<file path="config.mk">
export PLATFORM = sky130hd
export DESIGN_NAME = msrv32_alu_arbiter
export DESIGN_NICKNAME = d
export VERILOG_FILES = /design/src/rtl/msrv32_alu_arbiter.sv
export SDC_FILE = /design/constraint.sdc
export NUM_CORES = 1
export LEC_CHECK = 0
export BUFFER_PORTS_ARGS = -buffer_cell sky130_fd_sc_hd__buf_2
export CORE_ASPECT_RATIO = 1.25
export CORE_MARGIN = 3
export CORE_UTILIZATION = 40
export CTS_BUF_LIST = sky130_fd_sc_hd__clkbuf_8
export DETAILED_ROUTE_END_ITERATION = 6
export GPL_TIMING_DRIVEN = 0
export PLACE_DENSITY_LB_ADDON = 0.08
export SKIP_LAST_GASP = 1
export SLEW_MARGIN = 20
export SYNTH_ARGS = -nofsm -noshare
export SYNTH_HDL_FRONTEND = slang
export SYNTH_SLANG_ARGS = --single-unit
</file>
<file path="constraint.sdc">
create_clock -name clk_in -period 3.8 [get_ports clk_in]
set_input_delay 0.38 -clock clk_in [delete_from_list [all_inputs] [get_ports clk_in]]
set_output_delay 0.38 -clock clk_in [all_outputs]
set_load 0.005 [all_outputs]
</file>
<file path="src/rtl/msrv32_alu_arbiter.sv">
// msrv32_alu_arbiter
//   Shares one msrv32_alu between two requesters through a two-stage pipeline.
//   Requester 0 is the integer execute path. Requester 1 is the auxiliary
//   address/compare path.
//   S1 (issue) holds the winning request and drives the ALU directly.
//   S2 (output) captures the ALU result with its tag and source, and supports
//   consumer backpressure.
//
// Ports
//   clk_in, rst_n_in             clock, asynchronous active-low reset
//   flush_in                     synchronous discard of S1/S2 contents
//   reqN_valid_in/ready_out      request handshake, N = 0,1
//   reqN_op_1_in/op_2_in         32-bit operands
//   reqN_opcode_in               4-bit ALU opcode (not decoded here)
//   reqN_tag_in                  TAG_W-bit tag returned with the result
//   alu_op_1/op_2/opcode_out     ALU drive, taken from the issue register
//   alu_result_in                combinational ALU result
//   res_valid_out/res_ready_in   result handshake
//   res_data_out/tag_out/src_out result payload
//
// Optional feature: define MSRV32_ALU_ARB_STATS_EN to add saturating 16-bit
//   counters stat_grant0_out, stat_grant1_out and stat_stall_out.

module msrv32_alu_arbiter #(
   parameter int TAG_W = 3
) (
   input  logic             clk_in,
   input  logic             rst_n_in,
   input  logic             flush_in,
   input  logic             req0_valid_in,
   output logic             req0_ready_out,
   input  logic [31:0]      req0_op_1_in,
   input  logic [31:0]      req0_op_2_in,
   input  logic [3:0]       req0_opcode_in,
   input  logic [TAG_W-1:0] req0_tag_in,
   input  logic             req1_valid_in,
   output logic             req1_ready_out,
   input  logic [31:0]      req1_op_1_in,
   input  logic [31:0]      req1_op_2_in,
   input  logic [3:0]       req1_opcode_in,
   input  logic [TAG_W-1:0] req1_tag_in,
   output logic [31:0]      alu_op_1_out,
   output logic [31:0]      alu_op_2_out,
   output logic [3:0]       alu_opcode_out,
   input  logic [31:0]      alu_result_in,
   output logic             res_valid_out,
   input  logic             res_ready_in,
   output logic [31:0]      res_data_out,
   output logic [TAG_W-1:0] res_tag_out,
   output logic             res_src_out
`ifdef MSRV32_ALU_ARB_STATS_EN
   ,
   output logic [15:0]      stat_grant0_out,
   output logic [15:0]      stat_grant1_out,
   output logic [15:0]      stat_stall_out
`endif
);

   typedef struct packed {
      logic [31:0]      op1;
      logic [31:0]      op2;
      logic [3:0]       opcode;
      logic [TAG_W-1:0] tag;
      logic             src;
   } iss_t;

   typedef struct packed {
      logic [31:0]      data;
      logic [TAG_W-1:0] tag;
      logic             src;
   } res_t;

   logic s1_valid, s2_valid;
   iss_t s1_q, req_sel;
   res_t s2_q;
   logic last_grant;

   logic s2_free, s1_free;
   logic sel0, sel1, accept;

   assign s2_free = !s2_valid | res_ready_in;
   assign s1_free = !s1_valid | s2_free;

   // Round-robin: with both requesters valid, the one that did not win last
   // gets the grant. This is purely combinational on the current valids.
   assign sel0 = req0_valid_in & (!req1_valid_in |  last_grant);
   assign sel1 = req1_valid_in & (!req0_valid_in | !last_grant);

   // Reset gating holds both readies low while reset is asserted, even if a
   // requester is already presenting a request.
   assign req0_ready_out = sel0 & s1_free & !flush_in & rst_n_in;
   assign req1_ready_out = sel1 & s1_free & !flush_in & rst_n_in;
   assign accept         = req0_ready_out | req1_ready_out;

   always_comb begin
      req_sel = '{op1: req0_op_1_in, op2: req0_op_2_in, opcode: req0_opcode_in,
                  tag: req0_tag_in, src: 1'b0};
      if (sel1)
         req_sel = '{op1: req1_op_1_in, op2: req1_op_2_in, opcode: req1_opcode_in,
                     tag: req1_tag_in, src: 1'b1};
   end

   always_ff @(posedge clk_in or negedge rst_n_in) begin
      if (!rst_n_in) begin
         s1_valid   <= 1'b0;
         s2_valid   <= 1'b0;
         s1_q       <= '0;
         s2_q       <= '0;
         last_grant <= 1'b1;
      end else begin
         if (flush_in) begin
            s1_valid <= 1'b0;
            s2_valid <= 1'b0;
         end else begin
            if (s2_free) begin
               s2_valid <= s1_valid;
               if (s1_valid)
                  s2_q <= '{data: alu_result_in, tag: s1_q.tag, src: s1_q.src};
            end
            // S1 drains into S2 whenever it is free, so its valid simply
            // becomes whether a new request is accepted this cycle.
            if (s1_free)
               s1_valid <= accept;
         end
         // accept already excludes the flush cycle
         if (accept) begin
            s1_q       <= req_sel;
            last_grant <= req_sel.src;
         end
      end
   end

   assign alu_op_1_out   = s1_q.op1;
   assign alu_op_2_out   = s1_q.op2;
   assign alu_opcode_out = s1_q.opcode;

   assign res_valid_out  = s2_valid;
   assign res_data_out   = s2_q.data;
   assign res_tag_out    = s2_q.tag;
   assign res_src_out    = s2_q.src;

`ifdef MSRV32_ALU_ARB_STATS_EN
   // Saturating event counters; flush does not touch them.
   always_ff @(posedge clk_in or negedge rst_n_in) begin
      if (!rst_n_in) begin
         stat_grant0_out <= '0;
         stat_grant1_out <= '0;
         stat_stall_out  <= '0;
      end else begin
         if (req0_ready_out & req0_valid_in & (stat_grant0_out != 16'hFFFF))
            stat_grant0_out <= stat_grant0_out + 16'd1;
         if (req1_ready_out & req1_valid_in & (stat_grant1_out != 16'hFFFF))
            stat_grant1_out <= stat_grant1_out + 16'd1;
         if (s2_valid & !res_ready_in & (stat_stall_out != 16'hFFFF))
            stat_stall_out <= stat_stall_out + 16'd1;
      end
   end
`endif

endmodule

</file>
==> results.tsv, run 1 <==
metric	value	unit
viasPerCell	4.96	
power.leakage	0.00382	uW
cap_violations	0	
antenna_found_initial	0	
max_freq	403	MHz
syn-num-nets	601	
cp_data_required_time	3.42	ns
synth_seq_cells	111	
synth.most_common_cell	dfrtp_1	
drv_slew	0	
path_max_fanout	51	
synthArstFlopShare	100	%
cp_top_family	buffers and inverters	
arrival	2.10	ns
syn_inst	421	
num_antenna_cells	0	
cts_buffer_depth	2	
place_area	8170	sq um
numCtsBuffers	9	
tightest_slew	0.488	ns
nNetsFinal	900	
hpwlAfterDp	12700	um
drt_iter0_drc	136	
die_h	148	um
use_met1	21.8	%
path_class	in -> out	
die_w	119	um
met2_usage	33.5	%
cts_setup_buffers	0	
ys_types	28	
num_rows	51	
overflow	0	
dr.pass1.iters	5	
finalHoldViolations	0	
dp.cells	920	
ant_nets	0	
end_kind	output pin	
final_cell_area	8370	sq um
period_minus_slack	2.48	ns
root_buffer	clkbuf_8	
clk_pin_slew	0.10	ns
skew	0.00674	ns
syn_avg_cell_area	15.3	sq um
max_stage_delay	0.54	ns
final.setup.tns	0	ns
synth_area_leader_cell	dfrtp_1	
cts_max_level	3	
path_cells	dlygate4sd3_1 > buf_6 > nor2b_2 > nand2_1 > nor3_1 > buf_2	
numClockSinks	111	
period_share	65.4	%
initial_core_util	41.0	%
dieArea	17700	sq um
synthesis.area	6430	sq um
p_per_area	435	nW/um^2
tritoncts	built	
grt_pass1_vias	4968	
finalWirelength	16400	um
clkLatencyLatePin	0.37	ns
yosysWarnings	0	
setup_viol	0	
critPathLaunchType	input pin	
drive_gt1_share	78.8	%
synth.area.top_cells	dfrtp_1 (43%), a2bb2oi_2 (16%), o32ai_2 (13%)	
rsz0062_at_grt	no	
synthTopCellsByCount	dfrtp_1 (110), buf_4 (79), a2bb2oi_2 (70)	
cts_resized	0	
ios	287	
holdBufCountCts	1	
grt_max_degree	64	
hold_class	in -> reg	
core_region_area	15700	sq um
gr-usage-all-layers	18.4	%
grtUsageMet3	4.21	%
vdd.ir_drop.worst	0.184	mV
port-buffer-count	286	
crit_slowest_cell	dlygate4sd3_1	
synth_edf_count	0	
status	completed	
drc	0	
wl_per_cell	17.5	um
ys_seq_area_share	43.2	%
maxSlewHeadroom	67.5	%
gp_congestion	0.770	
vias	4645	
synth_top_area_share	42.8	%
synth_flop_cell	dfrtp_1	
area_growth	30.0	%
fin_cells	937	
grt-busiest-layer	met2	
grt_pass1_wl	25800	um
crit_buf_inv	3	
state kept, by name, indices dropped and copies added, names as in the netlist:
register and cells:
res_tag_out 3, alu_op_1_out 32, s1_q 4, res_src_out 1, alu_opcode_out 4, alu_op_2_out 32, last_grant 1, s1_valid 1
res_data_out 32, res_valid_out 1
worst reg2reg max path: stages, from the launching register on:
cell	delay, ns
dfstp_2	0.57
nor2b_1	0.05
buf_4	0.18
buf_2	0.19
o32ai_1	0.38
a2bb2oi_2	0.10
routing by layer:
metal / wire [um] / part of all wire [%] / up-vias
met5: 0 / 0 / -
met4: 208 / 1.3 / 0
met3: 1070 / 6.5 / 15
met2: 8580 / 52 / 187
met1: 6520 / 40 / 2273
li1: - / - / 2170
power breakdown:
group          internal (uW)  switching [uW]
logic                    843             508
clock network            316             392
registers               1430             157
cell families (layout without fill, tap and decap cells):
group / Yosys count / count (layout) / share of synthesized area [%]
and+or+nand+nor: 12 / 12 / 1.42
AOI/OAI and AO/OA: 150 / 150 / 32.8
DFF: 111 / 111 / 43.2
muxes: 36 / 36 / 8.05
buffers and inverters: 112 / 416 / 14.5
cell type report:
type | count | area (sq um)
Tap cell | 212 | 265
Buffer | 111 | 932
Fill cell | 1392 | 7330
Clock buffer | 10 | 138
Timing Repair Buffer | 288 | 1480
Inverter | 1 | 3.75
Sequential cell | 111 | 2780
Clock inverter | 6 | 53.8
Multi-Input combinational cell | 198 | 2720
cells in the final DEF, fill, tap and decap left out, types with 2 or more instances in the layout:
cell and n:
clkbuf_1 2, a21oi_1 2, mux2_4 30, nor2_1 4
mux2_2 6, a31oi_1 3, buf_4 79, a2bb2oi_2 70
dfrtp_1 110, buf_6 6, o32ai_1 21, buf_2 300
clkbuf_8 10, o32ai_2 50, inv_1 3, buf_12 10
final timing paths:
path / cells past startpoint / startpoint / slack [ns] / endpoint
worst min register to register: 1 / res_data_out[26] / 0.51 / res_data_out[26]
worst max register to register: 5 / last_grant / 2.21 / alu_op_2_out[29]
min in group asynchronous: 2 / rst_n_in / 0.50 / res_data_out[29]
worst max-delay path: 6 / rst_n_in / 1.32 / req0_ready_out
max in group asynchronous: 3 / rst_n_in / 2.63 / alu_op_1_out[28]
worst min-delay path: 2 / flush_in / 0.21 / s1_valid
per-stage QoR:
step | util, % | setup slack (ns) | power, uW | hold WS [ns]
final | 53.3 | 1.32 | 3640 | 0.210
after global routing | 53.3 | 1.05 | 3870 | 0.177
after CTS | 53.3 | 1.26 | 3700 | 0.186
after detailed placement | 52.0 | 1.75 | 2980 | 0.358
after global placement | 51.8 | 0.101 | 2950 | 0.486
after floorplan | - | 2.36 | 2460 | 0.0844
No activity file was read; power rests on OpenSTA's default activity.
==> run 2: changes to the inputs <==
- clock period: 3.8 -> 2.2 ns (I/O delays scaled with it)
==> results.tsv, run 2 (synthesized netlist as in run 1, its figures left out) <==
metric	value	unit	change
die_h	148	um	unchanged
grt_pass1_vias	4980		+0.24%
dieArea	17700	sq um	unchanged
port-buffer-count	286		unchanged
wl_per_cell	17.6	um	+0.42%
end_kind	output pin		
gp_congestion	0.770		unchanged
vdd.ir_drop.worst	0.318	mV	+73%
drive_gt1_share	78.8	%	about the same
p_sw_share	29.0	%	about the same
max_stage_delay	0.57	ns	+0.03 ns
cap_violations	0		unchanged
ios	287		unchanged
maxSlewHeadroom	72.8	%	+5.3 points
holdWs	0.0493	ns	-0.160 ns
hpwlAfterDp	12700	um	unchanged
rsz0062_at_grt	no		
drt_iter0_drc	134		-1.5%
path_class	reg -> out		
place_ws	0.312	ns	-1.44 ns
tightest_slew	0.408	ns	-0.0797 ns
root_buffer	clkbuf_8		
vias	4642		-0.065%
period_share	85.1	%	
p_comb_share	37.1	%	about the same
gr-usage-all-layers	18.5	%	+0.11 points
overflow	0		unchanged
postLayoutSetupSlackWorst	0.327	ns	-0.989 ns
path_cells	a21bo_1 > buf_6 > buf_2 > nor2_1 > buf_2		
finalWirelength	16500	um	+0.53%
multi_input_comb_area	2720	sq um	unchanged
hold_class	in -> reg		
dr.pass1.iters	5		unchanged
fin_util	53.5	%	+0.18 points
cts_buffer_depth	2		unchanged
finalHoldViolations	0		unchanged
grt_pass1_wl	25900	um	+0.46%
final_cell_mix	buf_2 (300), dfrtp_1 (110), buf_4 (79), a2bb2oi_2 (70), o32ai_2 (50)		
max_freq	534	MHz	
drc	0		unchanged
die_w	119	um	unchanged
num_rows	51		unchanged
holdBufCountCts	2		+1
crit_slowest_cell	dfstp_2		
cts_setup_buffers	0		unchanged
fin_cells	938		+0.11%
skew	0.00660	ns	-0.000138 ns
setup_viol	0		unchanged
clock_power_share	19.4	%	about the same
initial_core_util	41.0	%	unchanged
core_region_area	15700	sq um	unchanged
status	completed		
grt_max_degree	64		unchanged
nNetsFinal	901		+0.11%
critical_path.most_common_cell	buf_2		
clkLatencyLatePin	0.38	ns	about the same
clk_pin_slew	0.10	ns	about the same
power	6300	uW	+73%
arrival	1.65	ns	-0.45 ns
antenna_found_initial	0		unchanged
drv_slew	0		unchanged
power.leakage	0.00383	uW	+0.33%
viasPerCell	4.95		-0.17%
fillCellCount	1389		-0.22%
path_max_fanout	10		-80%
cts_resized	0		unchanged
area_growth	30.4	%	
dp.cells	920		unchanged
p_per_area	750	nW/um^2	+72%
critPathLaunchType	register		
final_common_cell	buf_2		
seq_area	2780	sq um	unchanged
intPower	4470	uW	+73%
numClockSinks	111		unchanged
cp_data_required_time	1.98	ns	-1.44 ns
ant_nets	0		unchanged
num_antenna_cells	0		unchanged
numCtsBuffers	9		unchanged
tritoncts	built		
power_frac_seq	43.4	%	about the same
period_minus_slack	1.87	ns	
p_sw	1830	uW	+73%
cts_max_level	3		unchanged
[run 2: worst paths after layout]
kind | start | to | slack, ns | depth (start not counted)
min in group asynchronous | rst_n_in | last_grant | 0.40 | 2
worst max-delay path | last_grant | req1_ready_out | 0.33 | 5
worst max register to register | last_grant | alu_op_2_out[29] | 0.62 | 5
max in group asynchronous | rst_n_in | alu_op_1_out[30] | 1.48 | 3
worst min register to register | res_data_out[26] | res_data_out[26] | 0.51 | 1
worst min-delay path | flush_in | s1_valid | 0.05 | 2
[run 2: critical path: cells and delay by family, from the launching register on]
family	cells	cell delay, ns
compound gates	1	0.12
buf+inv	3	0.52
simple gates	1	0.06
flops	1	0.57
[run 2: final cells by class]
| type | instances | area share (%) |
|---|---|---|
| clock inverters | 6 | 0.641 |
| repair buffers | 289 | 17.9 |
| clock buffers | 10 | 1.64 |
| flip-flops and latches | 111 | 33.1 |
| plain buffers | 111 | 11.1 |
| inverters | 1 | 0.0447 |
| multi-input cells | 198 | 32.4 |
| well taps | 212 | 3.16 |
[run 2: power by group through the flow]
stage | logic [uW] | registers, uW | clock network [uW]
floorplan | 1510 | 2750 | 0
global placement | 2340 | 2750 | 0
detailed placement | 2370 | 2780 | 0
CTS | 2390 | 2740 | 1280
global route | 2520 | 2790 | 1380
finish | 2340 | 2730 | 1220
[run 2: stage by stage]
step	setup TNS, ns	cell area (sq um)
final	0	8390
after floorplan	0	6430
after CTS	0	8390
after global placement	-144.80	8130
after global routing	0	8390
after detailed placement	0	8170
[run 2: metal layers]
metal,track usage (%),vias up,part of all wire (%)
li1,-,2176,-
met1,21.8,2264,40
met2,33.7,187,52
met3,4.21,15,6.5
met4,4.81,0,1.3
met5,0,-,0
==> run 3: changes to the inputs <==
- clock period: 2.2 -> 2 ns (I/O delays scaled with it)
==> results.tsv, run 3 (synthesized netlist as in run 1, its figures left out) <==
metric	value	unit	change
critPathLaunchType	register		
path_max_fanout	10		unchanged
area_growth	30.6	%	
cap_violations	0		unchanged
hp-start	req0_valid_in		
power.leakage	0.00384	uW	+0.11%
rrSetupSlack	0.41	ns	-0.21 ns
nNetsFinal	902		+0.11%
gp_congestion	0.770		unchanged
skew	0.00665	ns	+0.0000533 ns
rsz0062_at_grt	no		
vias	4647		+0.11%
place_area	8170	sq um	unchanged
endpoint	req1_ready_out		
maxSlewHeadroom	73.1	%	+0.30 points
startpoint	last_grant		
overflow	0		unchanged
end_kind	output pin		
status	completed		
die_h	148	um	unchanged
drv_slew	0		unchanged
antenna_found_initial	0		unchanged
numCtsBuffers	9		unchanged
grt_max_degree	64		unchanged
hpwlAfterDp	12700	um	unchanged
num_antenna_cells	0		unchanged
grt_pass1_wl	25900	um	unchanged
viasPerCell	4.95		about the same
port-buffer-count	286		unchanged
r2r_end	alu_op_2_out[29]		
grt_pass1_vias	4980		unchanged
clk_pin_slew	0.10	ns	about the same
clkLatencyLatePin	0.38	ns	about the same
final.setup.tns	0	ns	unchanged
final_cell_area	8400	sq um	+0.12%
numClockSinks	111		unchanged
ff2ff_path_depth	5		unchanged
tritoncts	built		
p_per_area	824	nW/um^2	+9.9%
holdWs	0.0453	ns	-0.00402 ns
period_share	92.5	%	
drc	0		unchanged
wl_per_cell	17.6	um	about the same
finalWirelength	16500	um	+0.16%
dieArea	17700	sq um	unchanged
vdd.ir_drop.worst	0.351	mV	+10%
gr-usage-all-layers	18.5	%	unchanged
cts_resized	0		unchanged
core_region_area	15700	sq um	unchanged
worstReg2RegStart	last_grant		
initial_core_util	41.0	%	unchanged
period_minus_slack	1.85	ns	
ios	287		unchanged
max_freq	540	MHz	
final_cell_mix	buf_2 (300), dfrtp_1 (110), buf_4 (79), a2bb2oi_2 (70), o32ai_2 (50)		
cts_max_level	3		unchanged
cts_buffer_depth	2		unchanged
root_buffer	clkbuf_8		
finalHoldViolations	0		unchanged
dr.pass1.iters	4		-1
setup_viol	0		unchanged
cp_data_required_time	1.80	ns	-0.18 ns
final_common_cell	buf_2		
ant_nets	0		unchanged
arrival	1.65	ns	about the same
tightest_slew	0.402	ns	-0.00576 ns
num_rows	51		unchanged
path_class	reg -> out		
drt_iter0_drc	149		+11%
hold_class	in -> reg		
die_w	119	um	unchanged
drive_gt1_share	78.7	%	-0.11 points
[run 3: cell types whose count changed in the layout (fill, tap and decap cells not counted), sizes merged]
cell and change:
dlygate4sd3 +1
[run 3: metal layers]
layer  part of all wire (%)  GRT usage (%)  vias up
li1                       -              -     2175
met3                    6.3           4.21       15
met1                     40           21.8     2274
met2                     52           33.7      183
met5                      0              0        -
met4                    1.3           4.81        0
[run 3: power breakdown]
group | internal, uW | switching [uW] | total (uW)
clock | 600 | 745 | 1340
combinational | 1610 | 967 | 2580
sequential | 2710 | 297 | 3010
[run 3: how the worst min path moves through the flow]
stage               depth (start not counted)               end
global route                                2  res_data_out[17]
detailed placement                          1  res_data_out[29]
CTS                                         2     res_valid_out
finish                                      2        last_grant
floorplan                                   0   alu_op_1_out[0]
global placement                            2        last_grant
[run 3: area by class of cell]
type | count | area [sq um]
clock buffers | 10 | 138
flip-flops and latches | 111 | 2780
inverters | 1 | 3.75
well taps | 212 | 265
multi-input cells | 198 | 2720
fillers | 1389 | 7290
repair buffers | 290 | 1510
plain buffers | 111 | 932
clock inverters | 6 | 53.8
[run 3: critical path, stage by stage (launching register included)]
cell	delay [ns]
dfstp_2	0.57
a21bo_1	0.12
buf_6	0.17
buf_2	0.23
nor2_1	0.06
buf_2	0.12
[run 3: what timing repair did]
action,in CTS,in global routing
hold endpoints to repair,47,1
hold buffers,2,1
buffers inserted,0,0
[run 3: through the flow]
stage	power, uW	worst slack [ns]	instances	utilization (%)
4_1_cts	7050	0.120	938	53.5
6_report	6930	0.149	939	53.5
2_1_floorplan	4680	0.558	421	-
3_3_place_gp	5600	-1.52	919	51.8
3_5_place_dp	5670	0.132	920	52.0
5_1_grt	7360	0.00645	939	53.5
